[config.mk]
export PLATFORM = sky130hd
export DESIGN_NAME = calc_controller
export DESIGN_NICKNAME = d
export VERILOG_FILES = /design/src/rtl/calc_controller.sv
export SDC_FILE = /design/constraint.sdc
export NUM_CORES = 1
export LEC_CHECK = 0
export CORE_ASPECT_RATIO = 0.7
export CORE_MARGIN = 3
export CORE_UTILIZATION = 45
export DETAILED_ROUTE_END_ITERATION = 16
export PLACE_DENSITY = 0.73
export SLEW_MARGIN = 10
export SYNTH_ARGS = -nofsm -noshare
export SYNTH_HDL_FRONTEND = slang
export SYNTH_SLANG_ARGS = --single-unit
[constraint.sdc]
create_clock -name clk -period 2.1 [get_ports clk]
set_clock_uncertainty 0.05 [all_clocks]
set_input_delay 0.21 -clock clk [delete_from_list [all_inputs] [get_ports clk]]
set_output_delay 0.21 -clock clk [all_outputs]
set_load 0.02 [all_outputs]
[src/rtl/calc_controller.sv]
// Two-operand single-digit calculator front end: debounced buttons, entry/result FSM
// driving an external 4-bit adder-subtractor, and a multiplexed 4-digit BCD display.
module calc_controller #(
    parameter int DEBOUNCE_CYCLES = 4,
    parameter int SCAN_DIV        = 8
) (
    input  logic       clk,
    input  logic       rst_n,
    input  logic       btn_a,
    input  logic       btn_b,
    input  logic       btn_op,
    input  logic       btn_eq,
    input  logic       btn_clr,
    input  logic [3:0] alu_s,
    input  logic       alu_co,
    output logic [3:0] op_a,
    output logic [3:0] op_b,
    output logic       sub,
    output logic [3:0] dig0,
    output logic [3:0] dig1,
    output logic [3:0] dig2,
    output logic [3:0] dig3,
    output logic [3:0] an_n,
    output logic [3:0] seg_code,
    output logic [1:0] state_o
);
    localparam int DB_W = (DEBOUNCE_CYCLES > 1) ? $clog2(DEBOUNCE_CYCLES) : 1;
    localparam int SC_W = (SCAN_DIV > 1) ? $clog2(SCAN_DIV) : 1;

    typedef enum logic [1:0] {ENTRY = 2'd0, SETTLE = 2'd1, RESULT = 2'd2} state_t;

    logic [4:0] btn_raw;
    logic [4:0] press;
    logic [1:0] start_reg;

    assign btn_raw = {btn_clr, btn_eq, btn_op, btn_b, btn_a};

    // A button may only arm once the synchronizer holds a real post-reset sample,
    // so a button held through reset stays disarmed until it is released.
    always_ff @(posedge clk or negedge rst_n) begin
        if (!rst_n) start_reg <= 2'b00;
        else        start_reg <= {start_reg[0], 1'b1};
    end

    genvar gi;
    generate
        for (gi = 0; gi < 5; gi++) begin : g_btn
            logic            sync1_reg, sync2_reg, armed_reg, pulse_reg;
            logic [DB_W-1:0] cnt_reg;

            always_ff @(posedge clk or negedge rst_n) begin
                if (!rst_n) begin
                    sync1_reg <= 1'b0;
                    sync2_reg <= 1'b0;
                    armed_reg <= 1'b0;
                    pulse_reg <= 1'b0;
                    cnt_reg   <= '0;
                end else begin
                    sync1_reg <= btn_raw[gi];
                    sync2_reg <= sync1_reg;
                    pulse_reg <= 1'b0;
                    if (!sync2_reg) begin
                        cnt_reg <= '0;
                        if (start_reg[1]) armed_reg <= 1'b1;
                    end else if (armed_reg) begin
                        if (cnt_reg == DB_W'(DEBOUNCE_CYCLES - 1)) begin
                            pulse_reg <= 1'b1;
                            armed_reg <= 1'b0;
                            cnt_reg   <= '0;
                        end else begin
                            cnt_reg <= cnt_reg + 1'b1;
                        end
                    end
                end
            end

            assign press[gi] = pulse_reg;
        end
    endgenerate

    logic a_p, b_p, op_p, eq_p, clr_p;
    assign {clr_p, eq_p, op_p, b_p, a_p} = press;

    state_t     state_reg, state_next;
    logic [3:0] op_a_reg, op_b_reg, tens_reg, ones_reg;
    logic       sub_reg;
    logic [3:0] fmt_tens, fmt_ones;
    logic [4:0] add_v;

    always_ff @(posedge clk or negedge rst_n) begin
        if (!rst_n) state_reg <= ENTRY;
        else        state_reg <= state_next;
    end

    always_comb begin
        state_next = state_reg;
        if (clr_p) begin
            state_next = ENTRY;
        end else begin
            case (state_reg)
                ENTRY:   if (eq_p) state_next = SETTLE;
                SETTLE:  state_next = RESULT;
                RESULT:  if (eq_p) state_next = ENTRY;
                default: state_next = ENTRY;
            endcase
        end
    end

    // SETTLE gives the external ripple adder a full cycle before its result is captured.
    assign add_v = {alu_co, alu_s};
    always_comb begin
        fmt_tens = 4'd0;
        fmt_ones = alu_s;
        if (!sub_reg) begin
            if (add_v > 5'd9) begin
                fmt_tens = 4'd1;
                fmt_ones = 4'(add_v - 5'd10);
            end
        end else if (!alu_co) begin
            fmt_tens = 4'd10;
            fmt_ones = ~alu_s + 4'd1;
        end
    end

    always_ff @(posedge clk or negedge rst_n) begin
        if (!rst_n) begin
            op_a_reg <= 4'd0;
            op_b_reg <= 4'd0;
            sub_reg  <= 1'b0;
            tens_reg <= 4'd0;
            ones_reg <= 4'd0;
        end else if (clr_p) begin
            op_a_reg <= 4'd0;
            op_b_reg <= 4'd0;
            sub_reg  <= 1'b0;
            tens_reg <= 4'd0;
            ones_reg <= 4'd0;
        end else begin
            case (state_reg)
                ENTRY: if (!eq_p) begin
                    if (a_p)  op_a_reg <= (op_a_reg == 4'd9) ? 4'd0 : op_a_reg + 4'd1;
                    if (b_p)  op_b_reg <= (op_b_reg == 4'd9) ? 4'd0 : op_b_reg + 4'd1;
                    if (op_p) sub_reg  <= ~sub_reg;
                end
                SETTLE: begin
                    tens_reg <= fmt_tens;
                    ones_reg <= fmt_ones;
                end
                default: ;
            endcase
        end
    end

    always_comb begin
        if (state_reg == RESULT) begin
            dig0 = 4'd0;
            dig1 = 4'd0;
            dig2 = tens_reg;
            dig3 = ones_reg;
        end else begin
            dig0 = op_a_reg;
            dig1 = op_b_reg;
            dig2 = 4'd0;
            dig3 = 4'd0;
        end
    end

    assign op_a    = op_a_reg;
    assign op_b    = op_b_reg;
    assign sub     = sub_reg;
    assign state_o = state_reg;

    logic [SC_W-1:0] scan_cnt_reg;
    logic [1:0]      scan_idx_reg;

    always_ff @(posedge clk or negedge rst_n) begin
        if (!rst_n) begin
            scan_cnt_reg <= '0;
            scan_idx_reg <= 2'd0;
        end else if (scan_cnt_reg == SC_W'(SCAN_DIV - 1)) begin
            scan_cnt_reg <= '0;
            scan_idx_reg <= scan_idx_reg + 2'd1;
        end else begin
            scan_cnt_reg <= scan_cnt_reg + 1'b1;
        end
    end

    assign an_n = ~(4'b0001 << scan_idx_reg);

    always_comb begin
        case (scan_idx_reg)
            2'd0:    seg_code = dig0;
            2'd1:    seg_code = dig1;
            2'd2:    seg_code = dig2;
            default: seg_code = dig3;
        endcase
    end
endmodule
==> reports/results.env <==
SETUP.WORST_PATH.START_CLASS='flip-flop'
SYNTH-EDFF-COUNT=0
CRITPATHMAXFANOUT=6
LEAKAGE_POWER_OF_THE_DESIGN_nW=1.69
WORSTSETUPPATHTYPE='flip-flop to output pin'
CLOCK_SINKS=54
ROUTE.ANTENNA.REMAINING_NETS=0
GLOBALROUTETOTALUTIL_PCT=14.8
FILLERINSTANCES=456
GRT_ANTENNA_BEFORE_REPAIR=0
DRIVE_ABOVE_1_SHARE_PCT=11.3
CTS-BUFFERS-INSERTED=5
TIMING.CRITICAL_PATH.CELLS='nor2b_2 -> buf_4 -> nor2b_1 -> clkdlybuf4s50_1'
WORST_HOLD_PATH_TYPE='input port to async pin'
SYNTH_CELLS=259
PLACE_HPWL_MM=3.70
BUFFER_PORTS.INSERTED=45
SYNTHESIS.YOSYS.WARNINGS=0
DIE_AREA_UM2=6920
CTS-ROOT-TO-SINK-BUFFERS=2
CPPEAKSTAGEDELAY_NS=0.61
CRITPATHARRIVALTIME_NS=1.75
POST_DRT_WL_PER_CELL_UM=12.9
FINAL_CELLS=390
FINALSETUPVIOLCOUNT=0
VDD_DROP_MAX_V=0.000757
SETUP.WORST_PATH.END_CLASS='output pin'
PLACE_CONGESTION=0.827
SYNTHTOPCELLSBYAREA='sky130_fd_sc_hd__dfrtp_1 (50%), sky130_fd_sc_hd__ha_1 (9.4%), sky130_fd_sc_hd__mux2i_1 (4.1%), sky130_fd_sc_hd__a21oi_1 (3.4%), sky130_fd_sc_hd__nor2b_1 (3.3%)'
CRITICAL_PATH.N_BUFFERS_INVERTERS=2
CTS.REPORTEDPATHS.CLKPINSLEW_NS=0.09
FINALPOWER_W=0.00320
SYN_AVG_CELL_AREA_UM2=10.3
CTS_TREE='built'
SYNTH-ASYNC-RESET-RATIO_PCT=100
DRV.MAX_CAP_VIOLATION_COUNT=0
WIDTH_OF_THE_CHIP_UM=98.2
POST-ROUTE-PERIOD-UTIL_PCT=95.5
REQUIRED_NS=1.84
CRITICAL_PATH.TOP_DELAY_FAMILY='buffers and inverters'
ROUTED_WL_MM=5.03
SYNTH.LARGEST_AREA_CELL='sky130_fd_sc_hd__dfrtp_1'
DRT_PASS1_ITERATIONS=4
ROW_CNT=22
LAYOUT-AREA-OVERHEAD-VS-SYNTH_PCT=27.8
FIRST_ITER_VIOLATIONS=107
START_UTIL_PCT=48.9
CLOCK_INSERTION_DELAY_WORST_SKEW_NS=0.31
FINALMAXSLEWVIOLATIONS=0
RSZ0062_AT_GRT='false'
FINAL_PERIOD_MINUS_WORST_SETUP_SLACK_NS=2.01
YOSYS.CELL_TYPES.COUNT=40
FINALNETCOUNT=349
YS.FLOP_TYPE='sky130_fd_sc_hd__dfrtp_1'
NUMBER_OF_GLOBAL_ROUTE_VIAS_BEFORE_REPAIR=1839
POSTSYNTHNETCOUNT=291
VIAS_PER_CELL=5.15
FMAXACHIEVABLE_GHz=0.499
CRITPATHSLOWESTCELL='sky130_fd_sc_hd__clkdlybuf4s50_1'
GRT_OVERFLOW=0
ROUTED-VIA-COUNT=2010
DRC=0
NUM_IO_PINS=47
COREAREA_UM2=5480
SYNTH_MOST_COMMON_CELL='sky130_fd_sc_hd__dfrtp_1'
YOSYS-TOP-CELLS-COUNT='sky130_fd_sc_hd__dfrtp_1 (54), sky130_fd_sc_hd__ha_1 (20), sky130_fd_sc_hd__inv_1 (20), sky130_fd_sc_hd__a21oi_1 (18), sky130_fd_sc_hd__nor2_1 (18)'
GRT_START_MAX_NET_PINS=51
LARGEST_REGISTER_FF_COUNT=10
CLOCKROOTBUFFER='sky130_fd_sc_hd__clkbuf_8'
GRT_PASS1_WL_MM=8.49
NUM_ANTENNA_CELLS=0
YS_FF_LATCH=54
SYNTH.CELL_AREA_UM2=2680
PLACED_CELLS_INCL_TAPS=380
POWER_PER_CELL_AREA_nW_PER_UM2=935
RUN_STATUS='finished, final reports clean'
DIE_H_UM=70.5
YS_SEQ_AREA_SHARE_PCT=50.5
FINAL_HOLD_VIOL_COUNT=0
CTS_HTREE_LEVELS=2
POST-SYNTH-TOP-AREA-FRACTION_PCT=50.5
final timing paths:
| kind | slack, ns | from | end | cells past startpoint |
|---|---|---|---|---|
| max in group asynchronous | 1.33 | rst_n | g_btn[3].armed_reg | 3 |
| worst min register to register | 0.31 | g_btn[3].sync1_reg | g_btn[3].sync2_reg | 0 |
| worst max register to register | 0.19 | state_o[0] | op_a[2] | 4 |
| worst max-delay path | 0.09 | state_o[1] | dig1[3] | 4 |
| min in group clk | 0.28 | btn_a | g_btn[0].sync1_reg | 1 |
| worst min-delay path | 0.20 | rst_n | op_a[3] | 2 |
per-stage QoR:
step | setup WS (ns) | utilization (%) | area, um^2 | hold slack (ns) | TNS, ns
after detailed placement | -0.0762 | 60.0 | 3280 | -0.00812 | -0.0762
after global placement | -0.0309 | 60.0 | 3280 | -0.00781 | -0.0309
after floorplan | 0.224 | - | 2680 | -0.136 | 0
after global routing | 0.00507 | 62.4 | 3420 | 0.212 | 0
final | 0.0944 | 62.4 | 3420 | 0.202 | 0
after CTS | 0.00663 | 62.2 | 3410 | 0.199 | 0
cell usage in the layout (no fill, tap or decap), drive strengths merged, types with 8 or more instances in the layout:
cell            n
dfrtp          54
clkdlybuf4s50  34
inv            21
ha             20
buf            19
nor2           18
a21oi          18
nor2b          14
nand2          12
o21ai          12
mux2i          11
and2            8
nand2b          8
nor3            8
kinds of logic after synthesis:
family          count (synthesis)  synth area share [%]
mux                            12                  4.53
xor+xnor                        3                 0.982
simple gates                   86                  17.7
buf+inv                        31                  4.77
fa+ha+maj                      20                  9.35
other cells                     2                 0.281
compound gates                 51                  11.9
flops                          54                  50.5
final cells by class:
class | count | area (um^2) | area share, %
clock inverters | 3 | 47.5 | 1.39
multi-input cells | 174 | 1210 | 35.5
repair buffers | 62 | 572 | 16.7
clock buffers | 5 | 68.8 | 2.01
inverters | 20 | 75.1 | 2.20
flip-flops and latches | 54 | 1350 | 39.5
well taps | 72 | 90.1 | 2.63
what timing repair did:
action / 4_1_cts / 5_1_grt
gates resized for setup: 14 / 12
hold buffers: 1 / 0
setup buffers: 1 / 0
hold endpoints to repair: 54 / 0
gates cloned: 0 / 0
endpoints found under the setup margin: 7 / 8
per-layer routing:
metal | up-vias | wire length [um] | GRT usage, %
met1 | 956 | 2540 | 21.4
li1 | 1003 | - | -
met4 | 0 | 49 | 4.55
met5 | - | 0 | 0
met3 | 5 | 269 | 3.09
met2 | 46 | 2170 | 22.5
where the power goes:
group          internal (W)  switching [W]  leakage, nW
registers           0.00123       0.000172        0.673
clock network      0.000361       0.000344       0.0587
logic              0.000529       0.000560        0.955
total               0.00212        0.00108         1.69
No activity file was read; power rests on OpenSTA's default activity.
